`config.mk`:
```
export PLATFORM = sky130hd
export DESIGN_NAME = kb_tx_arbiter
export DESIGN_NICKNAME = d
export VERILOG_FILES = /design/src/rtl/kb_tx_arbiter.sv
export SDC_FILE = /design/constraint.sdc
export NUM_CORES = 1
export LEC_CHECK = 0
export ABC_AREA = 0
export CORE_ASPECT_RATIO = 1.1
export CORE_MARGIN = 2
export CORE_UTILIZATION = 35
export CTS_BUF_LIST = sky130_fd_sc_hd__clkbuf_4
export DETAILED_ROUTE_END_ITERATION = 8
export MAX_ROUTING_LAYER = met4
export PLACE_DENSITY = 0.66
export SYNTH_ARGS = -nofsm -noshare
export SYNTH_HDL_FRONTEND = slang
export SYNTH_SLANG_ARGS = --single-unit
```
`constraint.sdc`:
```
create_clock -name clk -period 2.65 [get_ports clk]
set_input_delay 0.795 -clock clk [delete_from_list [all_inputs] [get_ports clk]]
set_output_delay 0.795 -clock clk [all_outputs]
set_load 0.1 [all_outputs]
```
`src/rtl/kb_tx_arbiter.sv`:
```
// Shares the UART TX FIFO write port between keyboard bytes and atomic message packets (round-robin, CR -> CR+LF).
// Latency: zero cycles; a granted byte is written in the same cycle its pop/ack is issued.
// Backpressure: tx_full stalls everything (no write, pop or ack); sources hold their byte until served.
module kb_tx_arbiter #(
    parameter int W       = 8,
    parameter bit CRLF_EN = 1'b1
) (
    input  logic         clk,
    input  logic         reset,
    input  logic         kb_buf_empty,
    input  logic [W-1:0] kb_data,
    output logic         rd_key_code,
    input  logic         msg_req,
    input  logic [W-1:0] msg_data,
    input  logic         msg_last,
    output logic         msg_ack,
    input  logic         tx_full,
    output logic         wr_uart,
    output logic [W-1:0] w_data,
    output logic         busy,
    output logic [15:0]  tx_count
);

    typedef enum logic [1:0] {S_IDLE, S_LF, S_MSG} state_t;
    typedef enum logic {SRC_KB, SRC_MSG} src_t;

    localparam logic [W-1:0] CR_BYTE = W'(8'h0D);
    localparam logic [W-1:0] LF_BYTE = W'(8'h0A);

    state_t state, state_nxt;
    src_t   last, last_nxt;
    logic   grant_kb, grant_msg, lf_wr;
    logic   can_move;

    // Nothing moves while the FIFO is full, and reset silences every strobe immediately.
    assign can_move = reset && !tx_full;

    // State, round-robin owner, busy flag and write counter.
    always_ff @(posedge clk or negedge reset) begin
        if (!reset) begin
            state    <= S_IDLE;
            last     <= SRC_MSG;
            busy     <= 1'b0;
            tx_count <= '0;
        end else begin
            state <= state_nxt;
            last  <= last_nxt;
            busy  <= (state_nxt != S_IDLE);
            if (wr_uart) begin
                tx_count <= tx_count + 16'd1;
            end
        end
    end

    // Next state and round-robin update, driven by which source won the port this cycle.
    always_comb begin
        state_nxt = state;
        last_nxt  = last;
        case (state)
            S_IDLE: begin
                if (grant_kb) begin
                    last_nxt = SRC_KB;
                    if (CRLF_EN && (kb_data == CR_BYTE)) begin
                        state_nxt = S_LF;
                    end
                end else if (grant_msg) begin
                    if (msg_last) begin
                        last_nxt = SRC_MSG;
                    end else begin
                        state_nxt = S_MSG;
                    end
                end
            end
            S_LF: begin
                if (lf_wr) begin
                    state_nxt = S_IDLE;
                end
            end
            S_MSG: begin
                if (grant_msg && msg_last) begin
                    state_nxt = S_IDLE;
                    last_nxt  = SRC_MSG;
                end
            end
            default: state_nxt = S_IDLE;
        endcase
    end

    // Mealy grant and write-port outputs; a contested grant goes to the source that did not go last.
    always_comb begin
        grant_kb    = 1'b0;
        grant_msg   = 1'b0;
        lf_wr       = 1'b0;
        if (can_move) begin
            case (state)
                S_IDLE: begin
                    if (!kb_buf_empty && msg_req) begin
                        grant_kb  = (last == SRC_MSG);
                        grant_msg = (last == SRC_KB);
                    end else begin
                        grant_kb  = !kb_buf_empty;
                        grant_msg = msg_req;
                    end
                end
                S_LF:    lf_wr     = 1'b1;
                S_MSG:   grant_msg = msg_req;
                default: ;
            endcase
        end
        rd_key_code = grant_kb;
        msg_ack     = grant_msg;
        wr_uart     = grant_kb || grant_msg || lf_wr;
        if (grant_kb) begin
            w_data = kb_data;
        end else if (grant_msg) begin
            w_data = msg_data;
        end else if (lf_wr) begin
            w_data = LF_BYTE;
        end else begin
            w_data = '0;
        end
    end

endmodule
```
==> results.py, run 1 <==
metrics = {
    "run_status": {
        "status": "finished with violations",
        "violations": "negative setup slack",
    },
    "synthesis": {
        "synth_fa_ha_area_share_pct": 1.12,
        "synth-simple-area-share_pct": 25.9,
        "async_reset_ff_share_pct": 100,
        "synth_mux_area_share_pct": 1.01,
        "synth_edf_count": 0,
        "synth_top_family_by_area": "simple AND/OR/NAND/NOR gates",
        "synth_area_mm2": 0.00111,
        "synth_nets": 121,
        "synth_top_flop_cell": "dfrtp_1",
        "yosysSeqAreaShare_pct": 45.0,
        "ys_types": 39,
        "ys_ff_latch": 20,
        "synth-xor-area-share_pct": 11.8,
        "ys_warn_count": 0,
        "syn_inst": 98,
        "avgSynthCellArea_um2": 11.4,
        "synth-compound-area-share_pct": 12.7,
    },
    "hold_path": {
        "hp-class": "reg -> reg",
        "min_path_cells": 1,
        "holdPathEnd": "tx_count[15]$_DFFE_PN0P_",
        "min-delay-start": "tx_count[15]$_DFFE_PN0P_",
    },
    "clock_tree": {
        "path_clk_slew_ps": 120,
        "cts_tree": "built",
        "clkLatencyLatePin_ps": 310,
        "htree_levels": 1,
        "root_buffer": "clkbuf_4",
        "clockBufferDepth": 2,
        "numCtsBuffers": 3,
        "cts_sinks": 20,
    },
    "route": {
        "final_antenna_net_count": 0,
        "drt_first_pass_iters": 4,
        "wl_per_cell_um": 15.0,
        "dr_total_vias": 1071,
        "first_iter_violations": 27,
        "drc_errors": 0,
        "drt-total-wl_um": 3030,
        "vias_per_cell": 5.30,
    },
    "worst_setup_path": {
        "cp_data_required_time_ps": 1860,
        "cp-start-kind": "input pin",
        "crit-reg2reg-launch": "tx_count[2]$_DFFE_PN0P_",
        "end_kind": "output port",
        "r2r-end": "tx_count[13]$_DFFE_PN0P_",
        "path_max_fanout": 5,
        "cp_data_arrival_time_ps": 1870,
        "path_class": "in -> out",
        "r2r_cells": 4,
        "reg2reg_slack_ps": 1050,
    },
    "timing": {
        "hold_viol_final": 0,
        "worst_pin_slew_ps": 417,
        "period_share_pct": 101,
        "layout_min_cycle_time_ps": 2670,
        "setup_viol_count_final": 5,
        "timing.slew.headroom_pct": 72.0,
        "fmax_mhz": 375,
        "worst_slack_ps": -18.7,
        "rsz0062_at_grt": "true",
        "drv_slew": 0,
        "skew_ps": 5.86,
    },
    "floorplanning": {
        "die_h_um": 63.2,
        "dieArea_mm2": 0.00365,
        "fp.dieW_um": 57.8,
        "num_rows": 21,
        "start_util_pct": 36.6,
        "ioPinCount": 50,
        "coreArea_mm2": 0.00305,
    },
    "placement": {
        "port_buffers": 49,
        "dpl.hpwl_um": 2370,
        "place_inst": 191,
        "gp_congestion": 0.778,
        "placed_area_mm2": 0.00191,
    },
    "pwr": {
        "leakagePower_uw": 0.000968,
        "power-per-cell-area_mw_per_mm2": 667,
        "peakVddDrop_mv": 0.595,
        "total_power_uw": 1360,
    },
    "global_routing": {
        "grt_start_max_net_pins": 21,
        "grt_usage_pct": 19.7,
        "grt_overflow_total": 0,
        "grt_pass1_vias": 1241,
        "grt_antenna_before_repair": 0,
        "grt_pass1_wl_um": 5360,
    },
    "cells_and_area": {
        "antenna_cells": 0,
        "design_area_mm2": 0.00204,
        "area_delta_synth_final_pct": 83.1,
        "final_nets": 192,
        "final_cells": 202,
        "layout-drive-gt1-share_pct": 47.6,
    },
    "job": {
        "cap_violations": 0,
    },
}
## report_power, final
part | total, uW | leakage (uW) | internal, uW | switching [uW]
logic | 681 | 0.000678 | 201 | 481
clock network | 250 | 0.0000279 | 153 | 97.0
registers | 429 | 0.000263 | 359 | 70.8
total | 1360 | 0.000968 | 712 | 648
## cell usage after synthesis (all sizes together) (3+ instances only)
master	instances	area share [%]
dfrtp	19	43
a22o	6	4.7
nor3	5	2.2
xor2	15	12
nor2	6	2.0
nor4b	5	5.1
nand2	6	2.0
nor4	3	3.4
## cell usage in the layout, fill, tap and decap left out, types with 2 or more instances in the layout
master and instances:
a221o_4 2, a22o_4 6, buf_12 12, buf_4 29, buf_6 11, clkbuf_4 3
clkdlybuf4s50_1 17, dfrtp_1 19, nand2_1 6, nand2b_1 2, nand4_1 2, nor2_1 4
nor2_4 2, nor3_1 5, nor4_2 3, nor4b_1 3, nor4b_2 2, xor2_1 15
## state kept, by name, summed over array words and instances, names as in the netlist
signal,cells
state,2
tx_count,16
busy,1
last,1
## logic make-up (layout without fill, tap and decap cells)
kind of cell | Yosys count | after routing
compound gates | 15 | 15
xor+xnor | 15 | 15
fa+ha+maj | 1 | 1
buf+inv | 5 | 75
flops | 20 | 20
mux | 1 | 1
simple gates | 41 | 41
## cell type report
class                           count  area, um^2
Clock buffer                        3        22.5
Clock inverter                      1        30.0
Fill cell                         226        1010
Inverter                            2        7.51
Multi-Input combinational cell     73         684
Sequential cell                    20         502
Tap cell                           34        42.5
Timing Repair Buffer               69         752
## critical path, stage by stage
cell and delay (ps):
buf_6 100, buf_6 100, nand3b_1 140, a211oi_4 60, buf_6 140, a221o_4 360, buf_12 170
## timing repair
action / in CTS / in global routing
gates resized for setup: 27 / 6
endpoints found under the setup margin: 11 / 9
hold buffers: 0 / 0
cloned: 1 / 0
endpoints found under the hold margin: 0 / 0
pin swaps: 8 / 7
setup buffers: 8 / 2
## worst max-delay path by stage
stage / from / to / slack (ps)
floorplan: tx_full / w_data[1] / -780
global placement: tx_full / w_data[3] / -470
detailed placement: tx_full / w_data[1] / -490
CTS: reset / w_data[1] / -180
global route: tx_full / w_data[4] / -70
finish: reset / w_data[1] / -20
## routing by layer
metal | GRT usage (%) | routed length (um) | part of all wire, % | vias up
met2 | 33.8 | 1630 | 54 | 43
met3 | 2.46 | 144 | 4.8 | 6
met5 | - | 0 | 0 | -
met1 | 22.2 | 1170 | 39 | 515
met4 | 9.88 | 89 | 2.9 | 0
li1 | - | - | - | 507
## stage by stage
| step | hold WS, ps | util (%) | setup TNS [ps] | setup WS [ps] |
|---|---|---|---|---|
| after floorplan | 499 | - | -5680 | -781 |
| after global placement | 461 | 62.6 | -4370 | -471 |
| after detailed placement | 467 | 62.6 | -4600 | -494 |
| after CTS | 484 | 68.0 | -1110 | -184 |
| after global routing | 490 | 67.0 | -314 | -65.3 |
| final | 483 | 67.0 | -61.3 | -18.7 |
No activity file was read; power rests on OpenSTA's default activity.
==> inputs of run 2 (changes only) <==
--- a/config.mk
+++ b/config.mk
@@ -7,7 +7,7 @@
 export LEC_CHECK = 0
 export ABC_AREA = 0
 export CORE_ASPECT_RATIO = 1.1
-export CORE_MARGIN = 2
+export CORE_MARGIN = 1
 export CORE_UTILIZATION = 35
 export CTS_BUF_LIST = sky130_fd_sc_hd__clkbuf_4
 export DETAILED_ROUTE_END_ITERATION = 8
==> run 2 against run 1 <==
Worst setup slack better by 20 ps. The flow now finishes without violations. Sequential power hardly changed. Design area is 3.2% lower. Hold slack worse by 56 ps. Fmax is 0.77% higher. Combinational power is 2% lower. Wire length is 4.6% lower. Die area is 6.5% lower. Power is 0.96% lower. Critical endpoint unchanged.
==> results.py, run 2 (synthesized netlist as in run 1, its figures left out) <==
metrics = {
    "route": {
        "dr_total_vias": 1056,
        "first_iter_violations": 30,
        "drt-total-wl_um": 2890,
        "wl_per_cell_um": 14.7,
        "drt_first_pass_iters": 4,
        "drc_errors": 0,
        "vias_per_cell": 5.36,
        "final_antenna_net_count": 0,
    },
    "global_routing": {
        "grt_pass1_vias": 1110,
        "grt_overflow_total": 0,
        "grt_pass1_wl_um": 4820,
        "grt_usage_pct": 18.5,
        "grt_antenna_before_repair": 0,
        "grt_start_max_net_pins": 20,
    },
    "pwr": {
        "total_power_uw": 1350,
        "p_sw_uw": 645,
        "swShare_pct": 47.9,
        "power-per-cell-area_mw_per_mm2": 682,
        "p_int_uw": 702,
        "leakagePower_uw": 0.000937,
        "p_seq_share_pct": 31.9,
        "p_comb_share_pct": 49.5,
        "peakVddDrop_mv": 0.602,
        "share_clk_of_total_power_pct": 18.6,
    },
    "clock_tree": {
        "cts-hold-fix-buffers": 0,
        "clockBufferDepth": 2,
        "path_clk_slew_ps": 120,
        "root_buffer": "clkbuf_4",
        "cts_tree": "built",
        "htree_levels": 1,
        "cts_sinks": 20,
        "clkLatencyLatePin_ps": 310,
        "numCtsBuffers": 3,
    },
    "floorplanning": {
        "fp.dieW_um": 55.8,
        "coreArea_mm2": 0.00305,
        "ioPinCount": 50,
        "dieArea_mm2": 0.00342,
        "die_h_um": 61.2,
        "start_util_pct": 36.6,
        "num_rows": 21,
    },
    "timing": {
        "setup_viol_count_final": 0,
        "layout_min_cycle_time_ps": 2650,
        "skew_ps": 6.15,
        "period_share_pct": 99.9,
        "hold_viol_final": 0,
        "timing.slew.headroom_pct": 75.1,
        "fmax_mhz": 378,
        "worst_pin_slew_ps": 370,
        "rsz0062_at_grt": "true",
        "drv_slew": 0,
    },
    "run_status": {
        "status": "completed",
    },
    "cells_and_area": {
        "largest_reg_flops": 16,
        "top_register": "tx_count",
        "final_nets": 187,
        "layout_common_cells": "30 x buf_4, 19 x dfrtp_1, 17 x clkdlybuf4s50_1",
        "reg.largest.list": "tx_count: 16 flops, state: 2 flops",
        "layout-drive-gt1-share_pct": 46.0,
        "area_delta_synth_final_pct": 77.2,
        "final_common_cell": "buf_4",
        "area.sequential_um2": 502,
        "nFillCells": 225,
        "design_area_mm2": 0.00198,
        "multi_input_area_um2": 684,
        "antenna_cells": 0,
    },
    "worst_setup_path": {
        "end_kind": "output port",
        "cp-start-kind": "input pin",
        "path_class": "in -> out",
        "startpoint": "reset",
        "r2r_cells": 4,
        "path_max_fanout": 5,
        "cp_data_arrival_time_ps": 1850,
        "crit-reg2reg-launch": "tx_count[2]$_DFFE_PN0P_",
        "reg2reg_slack_ps": 1030,
        "r2r-end": "tx_count[15]$_DFFE_PN0P_",
        "cp_data_required_time_ps": 1860,
    },
    "hold_path": {
        "hp-class": "in -> async",
    },
    "placement": {
        "dpl.hpwl_um": 2290,
        "placed_area_mm2": 0.00190,
        "port_buffers": 49,
        "gp_congestion": 0.767,
    },
    "job": {
        "cap_violations": 0,
    },
}
## run 2: cell types whose count changed in the layout (fill, tap and decap cells not counted), sizes merged
cell  before  now
buf       52   47
## run 2: timing repair
action / CTS / global route
resized for setup: 26 / 2
buffers inserted: 3 / 0
pin swaps: 5 / 6
setup endpoints to repair: 11 / 9
gates cloned: 1 / 0
## run 2: final cells by class
type	count	share of cell area (%)
clock inverters	1	1.52
inverters	2	0.380
repair buffers	64	34.8
well taps	34	2.15
multi-input cells	73	34.6
flip-flops and latches	20	25.4
clock buffers	3	1.14
## run 2: how the worst max path moves through the flow
stage	endpoint	slack, ps	cells past startpoint
final	w_data[1]	2	5
after global routing	w_data[3]	-50	6
after CTS	w_data[1]	-90	7
after detailed placement	w_data[7]	-460	6
after global placement	w_data[5]	-460	6
after floorplan	w_data[1]	-780	3
## run 2: worst max-delay path, stage by stage
cell and delay, ps:
buf_8 100, and2b_1 170, o2111a_2 170, a221o_4 450, buf_12 170
## run 2: power by group through the flow
stage	sequential (uW)	clock, uW	combinational, uW
2_1_floorplan	726	0	176
4_1_cts	430	258	680
3_5_place_dp	435	0	669
6_report	430	250	668
5_1_grt	438	264	702
3_3_place_gp	430	0	664
## run 2: through the flow
step                      utilization [%]  TNS, ps  setup slack [ps]  cells  hold WS [ps]
final                                64.8        0              1.65    197           427
after global routing                 64.8     -282             -50.2    197           445
after CTS                            66.1     -409             -91.7    199           429
after detailed placement             62.4    -4410              -463    192           469
after global placement               62.4    -4380              -457    192           464
after floorplan                         -    -5680              -781     98           499
## run 2: routing by layer
layer	part of all wire, %	global-route usage [%]	up-vias
met5	0	-	-
met2	53	36.0	41
li1	-	-	493
met1	42	20.2	518
met3	4.1	1.68	4
met4	1.4	6.27	0
